--- config.mk ---
export PLATFORM = sky130hd
export DESIGN_NAME = cnn_layer_sequencer
export DESIGN_NICKNAME = d
export VERILOG_FILES = /design/src/rtl/cnn_ctrl_pkg.sv /design/src/rtl/patch_counter.sv /design/src/rtl/cnn_layer_sequencer.sv
export SDC_FILE = /design/constraint.sdc
export NUM_CORES = 1
export LEC_CHECK = 0
export CAP_MARGIN = 25
export CORE_AREA = 2 2 39 41
export CTS_CLUSTER_DIAMETER = 60
export DETAILED_ROUTE_END_ITERATION = 8
export DIE_AREA = 0 0 41 43
export PLACE_DENSITY = 0.63
export SYNTH_ARGS = -nofsm -noshare
export SYNTH_HDL_FRONTEND = slang
export SYNTH_HIERARCHICAL = 1
export SYNTH_SLANG_ARGS = --single-unit
--- constraint.sdc ---
create_clock -name clk -period 2.2 [get_ports clk]
set_input_delay 0.55 -clock clk [delete_from_list [all_inputs] [get_ports clk]]
set_output_delay 0.55 -clock clk [all_outputs]
set_load 0.02 [all_outputs]
--- src/rtl/cnn_ctrl_pkg.sv ---
// Shared types and elaboration-time helpers for the CNN layer control path.
package cnn_ctrl_pkg;

  typedef enum logic [3:0] {
    StIdle   = 4'd0,
    StFetch  = 4'd1,
    StConv   = 4'd2,
    StAct    = 4'd3,
    StPool   = 4'd4,
    StFc     = 4'd5,
    StOutput = 4'd6,
    StNext   = 4'd7,
    StDone   = 4'd8
  } state_t;

  function automatic int unsigned calc_out_w(int unsigned img_w, int unsigned k,
                                             int unsigned stride);
    return (img_w - k) / stride + 1;
  endfunction

  function automatic int unsigned calc_out_h(int unsigned img_h, int unsigned k,
                                             int unsigned stride);
    return (img_h - k) / stride + 1;
  endfunction

  // Counter/address width that never collapses to zero bits.
  function automatic int unsigned clog2_min1(int unsigned n);
    return (n > 1) ? $clog2(n) : 1;
  endfunction

endpackage

--- src/rtl/patch_counter.sv ---
// Nested col/row/kernel counters walking the output map; col fastest, kernel slowest.
module patch_counter
  import cnn_ctrl_pkg::*;
#(
  parameter int unsigned OUT_W     = 2,
  parameter int unsigned OUT_H     = 2,
  parameter int unsigned N_KERNELS = 2,
  parameter int unsigned COL_W     = clog2_min1(OUT_W),
  parameter int unsigned ROW_W     = clog2_min1(OUT_H),
  parameter int unsigned KSEL_W    = clog2_min1(N_KERNELS)
) (
  input  logic              clk,
  input  logic              reset,
  input  logic              clear,
  input  logic              advance,
  output logic [COL_W-1:0]  col,
  output logic [ROW_W-1:0]  row,
  output logic [KSEL_W-1:0] kernel,
  output logic              last
);

  localparam logic [COL_W-1:0]  ColMax = COL_W'(OUT_W - 1);
  localparam logic [ROW_W-1:0]  RowMax = ROW_W'(OUT_H - 1);
  localparam logic [KSEL_W-1:0] KerMax = KSEL_W'(N_KERNELS - 1);

  logic [COL_W-1:0]  col_q, col_d;
  logic [ROW_W-1:0]  row_q, row_d;
  logic [KSEL_W-1:0] kernel_q, kernel_d;

  assign last = (col_q == ColMax) && (row_q == RowMax) && (kernel_q == KerMax);

  always_comb begin
    col_d    = col_q;
    row_d    = row_q;
    kernel_d = kernel_q;
    if (clear) begin
      col_d    = '0;
      row_d    = '0;
      kernel_d = '0;
    end else if (advance && !last) begin
      // Counters hold on the final patch so the last address stays visible.
      if (col_q == ColMax) begin
        col_d = '0;
        if (row_q == RowMax) begin
          row_d    = '0;
          kernel_d = kernel_q + 1'b1;
        end else begin
          row_d = row_q + 1'b1;
        end
      end else begin
        col_d = col_q + 1'b1;
      end
    end
  end

  always_ff @(posedge clk or posedge reset) begin
    if (reset) begin
      col_q    <= '0;
      row_q    <= '0;
      kernel_q <= '0;
    end else begin
      col_q    <= col_d;
      row_q    <= row_d;
      kernel_q <= kernel_d;
    end
  end

  assign col    = col_q;
  assign row    = row_q;
  assign kernel = kernel_q;

endmodule

--- src/rtl/cnn_layer_sequencer.sv ---
// Control FSM for one conv layer: walks a KxK window per kernel and strobes conv/pool/FC.
module cnn_layer_sequencer
  import cnn_ctrl_pkg::*;
#(
  parameter int unsigned IMG_W     = 4,
  parameter int unsigned IMG_H     = 4,
  parameter int unsigned K         = 3,
  parameter int unsigned STRIDE    = 1,
  parameter int unsigned N_KERNELS = 2,
  localparam int unsigned OUT_W    = calc_out_w(IMG_W, K, STRIDE),
  localparam int unsigned OUT_H    = calc_out_h(IMG_H, K, STRIDE),
  localparam int unsigned ADDR_W   = clog2_min1(IMG_W * IMG_H),
  localparam int unsigned KSEL_W   = clog2_min1(N_KERNELS)
) (
  input  logic              clk,
  input  logic              reset,
  input  logic              start,
  input  logic              abort,
  input  logic              patch_valid,
  input  logic              out_ready,
  output logic [ADDR_W-1:0] pixel_addr,
  output logic [KSEL_W-1:0] kernel_sel,
  output logic              load_conv,
  output logic              load_pool,
  output logic              load_fc,
  output logic              out_valid,
  output logic              busy,
  output logic              done
);

  localparam int unsigned COL_W = clog2_min1(OUT_W);
  localparam int unsigned ROW_W = clog2_min1(OUT_H);

  state_t state_q, state_d;

  logic [COL_W-1:0]  col;
  logic [ROW_W-1:0]  row;
  logic [KSEL_W-1:0] kernel;
  logic              last;
  logic              cnt_clear;
  logic              cnt_advance;

  assign cnt_clear   = ((state_q == StIdle) && start && !abort) ||
                       ((state_q != StIdle) && abort);
  assign cnt_advance = (state_q == StNext) && !abort;

  patch_counter #(
    .OUT_W     (OUT_W),
    .OUT_H     (OUT_H),
    .N_KERNELS (N_KERNELS),
    .COL_W     (COL_W),
    .ROW_W     (ROW_W),
    .KSEL_W    (KSEL_W)
  ) u_patch_counter (
    .clk     (clk),
    .reset   (reset),
    .clear   (cnt_clear),
    .advance (cnt_advance),
    .col     (col),
    .row     (row),
    .kernel  (kernel),
    .last    (last)
  );

  // Top-left pixel of the current window in row-major image order.
  assign pixel_addr = ADDR_W'(row) * ADDR_W'(STRIDE * IMG_W) + ADDR_W'(col) * ADDR_W'(STRIDE);
  assign kernel_sel = kernel;

  always_ff @(posedge clk or posedge reset) begin
    if (reset) begin
      state_q <= StIdle;
    end else begin
      state_q <= state_d;
    end
  end

  always_comb begin
    state_d = state_q;
    if (abort && (state_q != StIdle)) begin
      state_d = StIdle;
    end else begin
      case (state_q)
        StIdle:   if (start && !abort) state_d = StFetch;
        StFetch:  state_d = StConv;
        StConv:   if (patch_valid) state_d = StAct;
        StAct:    state_d = StPool;
        StPool:   state_d = StFc;
        StFc:     state_d = StOutput;
        StOutput: if (out_ready) state_d = StNext;
        StNext:   state_d = last ? StDone : StFetch;
        StDone:   state_d = StIdle;
        default:  state_d = StIdle;
      endcase
    end
  end

  always_comb begin
    load_conv = 1'b0;
    load_pool = 1'b0;
    load_fc   = 1'b0;
    out_valid = 1'b0;
    done      = 1'b0;
    busy      = (state_q != StIdle);
    case (state_q)
      StConv:   load_conv = 1'b1;
      StPool:   load_pool = 1'b1;
      StFc:     load_fc   = 1'b1;
      StOutput: out_valid = 1'b1;
      StDone:   done      = 1'b1;
      default:  ;
    endcase
  end

endmodule

==> results.txt, run 1 <==
----------------------------------------------------
[Worst setup path]
  Number of cells on the worst reg-to-reg path ... 5
  Kind of capture point of the worst setup path ... output port
  Element type at the critical path start ... flop
  Gate family responsible for the most delay along the worst path ... buffers and inverters
  Sequence of cells on the critical path ... nor2_1 > nand2_1 > clkdlybuf4s50_1
  Critical Setup Path Class ... flop to output port
  Launching point of the worst reg2reg path ... state_q[1]
  Slowest stage delay, CP ... 0.54 ns
  Worst path slowest cell ... sky130_fd_sc_hd__clkdlybuf4s50_1
  R2r setup slk ... 0.76 ns
  Terminus of the critical flop-to-flop path ... u_patch_counter/col
  Largest fanout on the critical path ... 7
  Crit path buf inv count ... 1
  Data required, critical path ... 1.65 ns
  Worst endpoint data arrival time ... 1.53 ns

[CTS]
  TritonCTS clock tree ... done
  Maximum level of the CTS H-tree ... 1
  Clock tree root driver cell ... sky130_fd_sc_hd__clkbuf_4
  CTS buffer count ... 3
  Latest clock arrival within the worst-skew pair ... 0.25 ns
  CTS max path bufs ... 2
  Num Clock Sinks ... 7
  Clock transition time at the flip-flop clock pins of the worst setup and hold paths ... 0.05 ns
  Number of hold buffers added after cts ... 0
  Post-CTS setup-driven buffer insertion count ... 0

[Yosys]
  Number of instances in the synthesized netlist ... 51
  Number of flip-flops and latches in the synthesized netlist ... 7
  Mean instance size in the synthesized netlist ... 9.00 sq um
  Sequential cell area fraction in the yosys report ... 0.381
  Arithmetic-cell share of the synthesized area counting full adders, half adders and majority gates ... 0
  Post-synthesis compound-gate area fraction ... 0.0872
  Top post-synthesis cells by area ... sky130_fd_sc_hd__dfrtp_1 38%, sky130_fd_sc_hd__buf_4 6.5%, sky130_fd_sc_hd__nor3_1 4.4%, sky130_fd_sc_hd__nor2_1 4.1%, sky130_fd_sc_hd__and3_2 3.3%
  Most frequent cell after synthesis ... sky130_fd_sc_hd__dfrtp_1
  Biggest area consumer among synthesized cells ... sky130_fd_sc_hd__dfrtp_1
  Mux contribution to synthesized area ... 0.0572
  Area fraction in and, or, nand and nor cells after synthesis ... 0.300
  Total number of yosys warnings ... 6
  Share of flip-flops with an asynchronous set or reset ... 1.00
  Largest family of logic cells by synthesized area ... simple AND/OR/NAND/NOR gates
  Primary flip-flop cell chosen by synthesis mapping ... sky130_fd_sc_hd__dfrtp_1
  Library cells used by synthesis ... 28
  Synth cell count leaders ... 7 x sky130_fd_sc_hd__dfrtp_1, 5 x sky130_fd_sc_hd__nor2_1, 4 x sky130_fd_sc_hd__buf_4, 4 x sky130_fd_sc_hd__nand2_1, 4 x sky130_fd_sc_hd__nor3_1
  Top-area cell type share of the netlist area ... 0.381
  Synth Area in XOR/XNOR ... 0.0381
  Post-synthesis instance area ... 459 sq um
  Post-synth EDFFs ... 0

[Layout]
  Number of diodes ... 0
  Number of cells in the finished layout apart from fillers ... 81
  Fraction of the core area covered by cells at the end of the flow ... 0.442
  Finished layout cell area ... 612 sq um
  Total Nets Final ... 72
  Fraction of final layout cells with drive strength greater than 1 ... 0.169
  Synth-to-layout area growth ... 33.2%

[Die]
  Number of primary I/O pins ... 17
  Core Box Area ... 1380 sq um
  Starting density of the core ... 0.332
  DIE AREA ... 1760 sq um
  Width of the die ... 41 um
  Row cnt ... 14
  Die Ht ... 43 um

[Timing]
  Fmax achieved ... 482 MHz
  Final cycle utilization of the critical path ... 0.943
  Clock Skew ... 0.00263 ns
  Hold Fails Final Rpt ... 0
  Crit path time final ... 2.08 ns
  Final number of setup-violating endpoints ... 0
  Final-layout setup total negative slack ... 0 ns
  Number of pins exceeding their max-slew limit in the final report ... 0
  RSZ-0062 raised after global routing ... false
  Fin Hold WS ... 0.497 ns

[Route]
  First-pass iteration count of the detailed router ... 4
  Count of vias placed by the detailed router ... 382
  Total detailed-routing wirelength ... 901 um
  Number of antenna-violating nets in the routed design ... 0
  Number of DRC violations after detailed-routing iteration 0 ... 2
  Ratio of routed vias to standard cells ... 4.72
  DRC viols ... 0
  WL per Instance ... 11.1 um

[Global routing]
  Residual overflow from global routing ... 0
  First-pass GRT wire length ... 1540 um
  Largest net degree at the start of global routing ... 12
  Number of global-route vias before repair ... 355
  Global routing usage summed across all routing layers ... 0.129
  Number of antenna violations at the first check in global routing ... 0

[Placed design]
  Final Wtd Congestion ... 0.684
  Count of input and output buffers ... 14
  Total placed cells including tap cells ... 77
  Post-detailed-placement cell area ... 587 sq um
  HPWL after DPL ... 697 um

[Power]
  PwrDens ... 645 nW/um^2
  Maximum vdd ir drop ... 0.433 mV
  Total leakage power ... 0.305 nW

[Worst hold path]
  Class of the tightest hold or removal check ... input port to asynchronous set/reset pin

[Outcome]
  Status ... complete, no violations

[Job]
  Max-cap violation count ... 0

----------------------------------------------------
worst reg2reg max path: stages (launching register included):
cell and delay, ns:
sky130_fd_sc_hd__dfrtp_1 0.45, sky130_fd_sc_hd__nor2_1 0.19, sky130_fd_sc_hd__nand2_1 0.10, sky130_fd_sc_hd__mux2_2 0.31
sky130_fd_sc_hd__o21bai_1 0.16, sky130_fd_sc_hd__a31oi_1 0.14
power breakdown:
part           leakage (nW)  switching (W)  total, W  internal [W]
clock network        0.0150      0.0000433  0.000112     0.0000690
registers            0.0943      0.0000160  0.000155      0.000139
logic                 0.196      0.0000664  0.000127     0.0000611
total                 0.305       0.000126  0.000395      0.000269
cell type report:
cell class                      instances  area (sq um)
Timing Repair Buffer                   16           153
Sequential cell                         7           176
Multi-Input combinational cell         36           229
Fill cell                             151           772
Clock buffer                            4          26.3
Inverter                                2          7.51
Tap cell                               16          20.0
worst max path at each step:
stage	cells after the start	slack [ns]	endpoint	from
after floorplan	2	0.34	done	state_q[0]
after global placement	2	0.22	done	state_q[2]
after detailed placement	2	0.18	done	state_q[2]
after CTS	3	0.003	out_valid	state_q[2]
after global routing	3	0.01	busy	state_q[1]
final	3	0.12	busy	state_q[1]
per-layer routing:
layer	track usage	routed length, um	part of all wire	up-vias
met5	0	0	0	-
met4	0.0200	0	0	0
met3	0.0628	66	0.073	0
met2	0.203	473	0.52	13
met1	0.156	361	0.40	172
li1	-	-	-	197
sequential cells by signal, indices dropped and copies added (netlist names):
name and cells:
u_patch_counter/row 1, state_q 4, u_patch_counter/kernel 1, u_patch_counter/col 1
cell families after synthesis:
logic type / Yosys count
and+or+nand+nor: 24
muxes: 2
DFF: 7
other: 1
AOI/OAI and AO/OA: 6
xor gates and xnor gates: 2
buffers and inverters: 9
metrics by stage:
stage / total power [W] / setup WS [ns]
after floorplan: 0.000246 / 0.345
after global placement: 0.000288 / 0.224
after CTS: 0.000403 / 0.00298
after detailed placement: 0.000290 / 0.178
final: 0.000395 / 0.124
after global routing: 0.000420 / 0.0141
what timing repair did:
item / in CTS / in global routing
setup endpoints to repair: 4 / 1
pin swaps: 0 / 0
gates resized for setup: 4 / 2
cell usage in the layout (no fill, tap or decap), drive strengths merged, types with 2 or more instances in the layout:
cell           count
buf                2
nand2              4
nor2               5
dfrtp              7
conb               2
and3               2
inv                2
dlygate4sd2        4
clkbuf             4
mux2               2
nor3               5
clkdlybuf4s50      9
a31oi              2
No activity file was read; power rests on OpenSTA's default activity.
==> inputs of run 2 (changes only) <==
--- a/config.mk
+++ b/config.mk
@@ -5,12 +5,13 @@
 export SDC_FILE = /design/constraint.sdc
 export NUM_CORES = 1
 export LEC_CHECK = 0
+export ABC_AREA = 1
 export CAP_MARGIN = 25
 export CORE_AREA = 2 2 39 41
 export CTS_CLUSTER_DIAMETER = 60
 export DETAILED_ROUTE_END_ITERATION = 8
 export DIE_AREA = 0 0 41 43
-export PLACE_DENSITY = 0.63
+export PLACE_DENSITY = 0.66
 export SYNTH_ARGS = -nofsm -noshare
 export SYNTH_HDL_FRONTEND = slang
 export SYNTH_HIERARCHICAL = 1
==> run 2 against run 1 <==
  * Fmax down 0.82%
  * Clock skew is 0.0022 ns higher
  * Sequential cell count is the same
  * Critical path type unchanged
  * Global-route usage hardly changed
  * Final cell count is 33% higher
  * Clock power is 7% higher
  * First-iteration DRC count grew to 4.5 times the previous value
==> results.txt, run 2 <==
----------------------------------------------------
[Worst setup path]
  Worst endpoint data arrival time ... 1.54 ns (about the same)
  Data required, critical path ... 1.65 ns (about the same)
  Number of cells on the worst reg-to-reg path ... 7 (+2)
  Gate family responsible for the most delay along the worst path ... buffers and inverters
  R2r setup slk ... 0.87 ns (+0.11 ns)
  Element type at the critical path start ... flop
  Kind of capture point of the worst setup path ... output port
  Critical Setup Path Class ... flop to output port
  Worst path slowest cell ... sky130_fd_sc_hd__clkdlybuf4s50_1
  Largest fanout on the critical path ... 5 (-2)
  Sequence of cells on the critical path ... nor2_2 > nand2_2 > clkdlybuf4s50_1
  Slowest stage delay, CP ... 0.61 ns (+0.07 ns)
  Terminus of the critical flop-to-flop path ... u_patch_counter/kernel
  Crit path buf inv count ... 1 (unchanged)
  Launching point of the worst reg2reg path ... state_q[3]

[Worst hold path]
  Class of the tightest hold or removal check ... input port to asynchronous set/reset pin

[CTS]
  Clock tree root driver cell ... sky130_fd_sc_hd__clkbuf_4
  Num Clock Sinks ... 7 (unchanged)
  Latest clock arrival within the worst-skew pair ... 0.26 ns (about the same)
  CTS max path bufs ... 2 (unchanged)
  TritonCTS clock tree ... done
  Number of hold buffers added after cts ... 0 (unchanged)
  Clock transition time at the flip-flop clock pins of the worst setup and hold paths ... 0.06 ns (about the same)
  Post-CTS setup-driven buffer insertion count ... 0 (unchanged)
  Maximum level of the CTS H-tree ... 1 (unchanged)
  CTS buffer count ... 3 (unchanged)

[Yosys]
  Area fraction in and, or, nand and nor cells after synthesis ... 0.363 (+0.0628)
  Arithmetic-cell share of the synthesized area counting full adders, half adders and majority gates ... 0 (unchanged)
  Most frequent cell after synthesis ... sky130_fd_sc_hd__inv_1
  Synth cell count leaders ... 16 x sky130_fd_sc_hd__inv_1, 14 x sky130_fd_sc_hd__nand2_1, 9 x sky130_fd_sc_hd__nor2_1, 7 x sky130_fd_sc_hd__dfrtp_1, 7 x sky130_fd_sc_hd__nand3_1
  Biggest area consumer among synthesized cells ... sky130_fd_sc_hd__dfrtp_1
  Largest family of logic cells by synthesized area ... simple AND/OR/NAND/NOR gates
  Synth Area in XOR/XNOR ... 0 (-0.0381)
  Top post-synthesis cells by area ... sky130_fd_sc_hd__dfrtp_1 35%, sky130_fd_sc_hd__inv_1 12%, sky130_fd_sc_hd__nand2_1 11%, sky130_fd_sc_hd__nand3_1 7.0%, sky130_fd_sc_hd__nor2_1 6.8%
  Post-synthesis compound-gate area fraction ... 0.0675 (-0.0197)
  Primary flip-flop cell chosen by synthesis mapping ... sky130_fd_sc_hd__dfrtp_1
  Total number of yosys warnings ... 6 (unchanged)
  Post-synth EDFFs ... 0 (unchanged)
  Share of flip-flops with an asynchronous set or reset ... 1.00 (unchanged)
  Post-synthesis instance area ... 500 sq um (+9.0%)
  Mux contribution to synthesized area ... 0 (-0.0572)
  Top-area cell type share of the netlist area ... 0.350 (-0.0315)
  Sequential cell area fraction in the yosys report ... 0.350 (-0.0315)
  Number of instances in the synthesized netlist ... 77 (+51%)
  Mean instance size in the synthesized netlist ... 6.50 sq um (-28%)
  Number of flip-flops and latches in the synthesized netlist ... 7 (unchanged)
  Library cells used by synthesis ... 19 (-32%)

[Die]
  Row cnt ... 14 (unchanged)
  Starting density of the core ... 0.362 (+0.0298)
  DIE AREA ... 1760 sq um (unchanged)
  Width of the die ... 41 um (unchanged)
  Die Ht ... 43 um (unchanged)
  Number of primary I/O pins ... 17 (unchanged)
  Core Box Area ... 1380 sq um (unchanged)

[Job]
  Max-cap violation count ... 0 (unchanged)

[Power]
  PwrDens ... 958 nW/um^2 (+48%)
  Total leakage power ... 0.404 nW (+33%)
  Overall power after layout ... 0.000635 W (+61%)
  Maximum vdd ir drop ... 0.391 mV (-9.7%)

[Layout]
  Commonest cells after routing, fill and taps aside ... 16 x sky130_fd_sc_hd__inv_1, 14 x sky130_fd_sc_hd__nand2_1, 9 x sky130_fd_sc_hd__nor2_1, 9 x sky130_fd_sc_hd__clkdlybuf4s50_1
  Multi-input combinational cell area ... 223 sq um (-2.7%)
  Area used by sequential logic in the layout ... 175 sq um (-0.71%)
  Fraction of final layout cells with drive strength greater than 1 ... 0.163 (-0.00619)
  Max FFs per register ... 4 (unchanged)
  Fillers ... 153 (+1.3%)
  Number of cells in the finished layout apart from fillers ... 108 (+33%)
  Total Nets Final ... 99 (+38%)
  Most common cell after layout, fill and taps aside ... sky130_fd_sc_hd__inv_1
  Synth-to-layout area growth ... 32.5%
  Number of diodes ... 0 (unchanged)
  Register bank with the most flops ... state_q

[Route]
  Number of antenna-violating nets in the routed design ... 0 (unchanged)
  Total detailed-routing wirelength ... 937 um (+4.0%)
  DRC viols ... 0 (unchanged)
  WL per Instance ... 8.68 um (-22%)
  First-pass iteration count of the detailed router ... 4 (unchanged)
  Count of vias placed by the detailed router ... 477 (+25%)
  Ratio of routed vias to standard cells ... 4.42 (-6.3%)
  Number of DRC violations after detailed-routing iteration 0 ... 9 (+7)

[Global routing]
  Number of antenna violations at the first check in global routing ... 0 (unchanged)
  First-pass GRT wire length ... 1580 um (+2.7%)
  Largest net degree at the start of global routing ... 8 (-4)
  Number of global-route vias before repair ... 417 (+17%)
  Residual overflow from global routing ... 0 (unchanged)
  Global routing usage summed across all routing layers ... 0.129 (-0.000130)

[Placed design]
  Count of input and output buffers ... 14 (unchanged)
  Final Wtd Congestion ... 0.708 (+3.5%)
  Total placed cells including tap cells ... 104 (+35%)
  HPWL after DPL ... 750 um (+7.7%)

[Timing]
  Final number of setup-violating endpoints ... 0 (unchanged)
  Crit path time final ... 2.09 ns (+0.0172 ns)
  RSZ-0062 raised after global routing ... false
  Fmax achieved ... 478 MHz (-0.82%)
  Hold Fails Final Rpt ... 0 (unchanged)
  Number of pins exceeding their max-slew limit in the final report ... 0 (unchanged)
  Final-layout setup total negative slack ... 0 ns (unchanged)
  Final cycle utilization of the critical path ... 0.951 (+0.00781)
  Clock Skew ... 0.00479 ns (+0.00217 ns)

[Outcome]
  Status ... complete, no violations

----------------------------------------------------
## run 2: cell count changes in the layout (fill, tap and decap cells not counted), moves of 2 or more
cell                       change
sky130_fd_sc_hd__a31oi_1       -2
sky130_fd_sc_hd__and3_2        -2
sky130_fd_sc_hd__buf_4         -2
sky130_fd_sc_hd__clkinv_2      +2
sky130_fd_sc_hd__inv_1        +14
sky130_fd_sc_hd__inv_2         +3
sky130_fd_sc_hd__nand2_1      +10
sky130_fd_sc_hd__nand2_2       +3
sky130_fd_sc_hd__nand3_1       +7
sky130_fd_sc_hd__nor2_1        +4
sky130_fd_sc_hd__nor2_2        +2
sky130_fd_sc_hd__nor3_1        -3
sky130_fd_sc_hd__o21ai_1       +2
## run 2: worst register-to-register path, stage by stage, from the launching register on
cell and delay (ns):
sky130_fd_sc_hd__dfrtp_1 0.46, sky130_fd_sc_hd__nor2_4 0.20, sky130_fd_sc_hd__nand2_2 0.07, sky130_fd_sc_hd__nor2_1 0.24, sky130_fd_sc_hd__inv_1 0.07, sky130_fd_sc_hd__o21ai_1 0.13, sky130_fd_sc_hd__nand2_1 0.06, sky130_fd_sc_hd__inv_1 0.05
## run 2: timing repair
action / CTS / global route
endpoints found under the setup margin: 3 / 2
resized for setup: 3 / 2
pin swaps: 0 / 0
## run 2: worst max-delay path by stage
stage / startpoint / end / slack, ns / cells past startpoint
floorplan: state_q[0] / load_conv / 0.49 / 1
global route: state_q[3] / busy / 0.05 / 3
detailed placement: state_q[3] / out_valid / 0.21 / 4
finish: state_q[3] / busy / 0.11 / 3
global placement: state_q[3] / out_valid / 0.20 / 4
CTS: state_q[0] / done / 0.002 / 4
## run 2: kinds of logic (layout without fill, tap and decap cells)
| kind of cell | count (synthesis) | after routing |
|---|---|---|
| flip-flops | 7 | 7 |
| AND/OR/NAND/NOR | 39 | 39 |
| AO/OA/AOI/OAI | 6 | 6 |
| buffers and inverters | 24 | 38 |
| other | 1 | 2 |
## run 2: power breakdown
part	internal, W	switching [W]
sequential	0.000154	0.0000386
combinational	0.000124	0.000199
clock	0.0000667	0.0000533
## run 2: layout make-up
type | count | share of cell area
inverters | 20 | 0.115
flip-flops and latches | 7 | 0.264
well taps | 16 | 0.0302
multi-input cells | 47 | 0.336
repair buffers | 14 | 0.213
clock inverters | 1 | 0.00755
clock buffers | 3 | 0.0340
## run 2: metrics by stage
step,worst slack (ns),utilization,hold slack [ns],cell area [sq um]
floorplan,0.490,-,0.304,504
global placement,0.198,0.458,0.590,634
detailed placement,0.213,0.458,0.600,634
CTS,0.00193,0.476,0.474,658
global route,0.0456,0.479,0.495,663
finish,0.107,0.479,0.480,663
## run 2: metal layers
metal  vias to the layer above  track usage  share of wire
met5                         -            0              0
met4                         0       0.0600          0.013
met3                         2       0.0314          0.063
met2                        11        0.203           0.48
met1                       207        0.155           0.45
li1                        257            -              -
==> inputs of run 3 (changes only) <==
--- a/config.mk
+++ b/config.mk
@@ -6,7 +6,7 @@
 export NUM_CORES = 1
 export LEC_CHECK = 0
 export ABC_AREA = 1
-export CAP_MARGIN = 25
+export CAP_MARGIN = 15
 export CORE_AREA = 2 2 39 41
 export CTS_CLUSTER_DIAMETER = 60
 export DETAILED_ROUTE_END_ITERATION = 8
==> results of run 3 <==
Same layout as run 2: the final DEF is identical, and so are final timing and power.
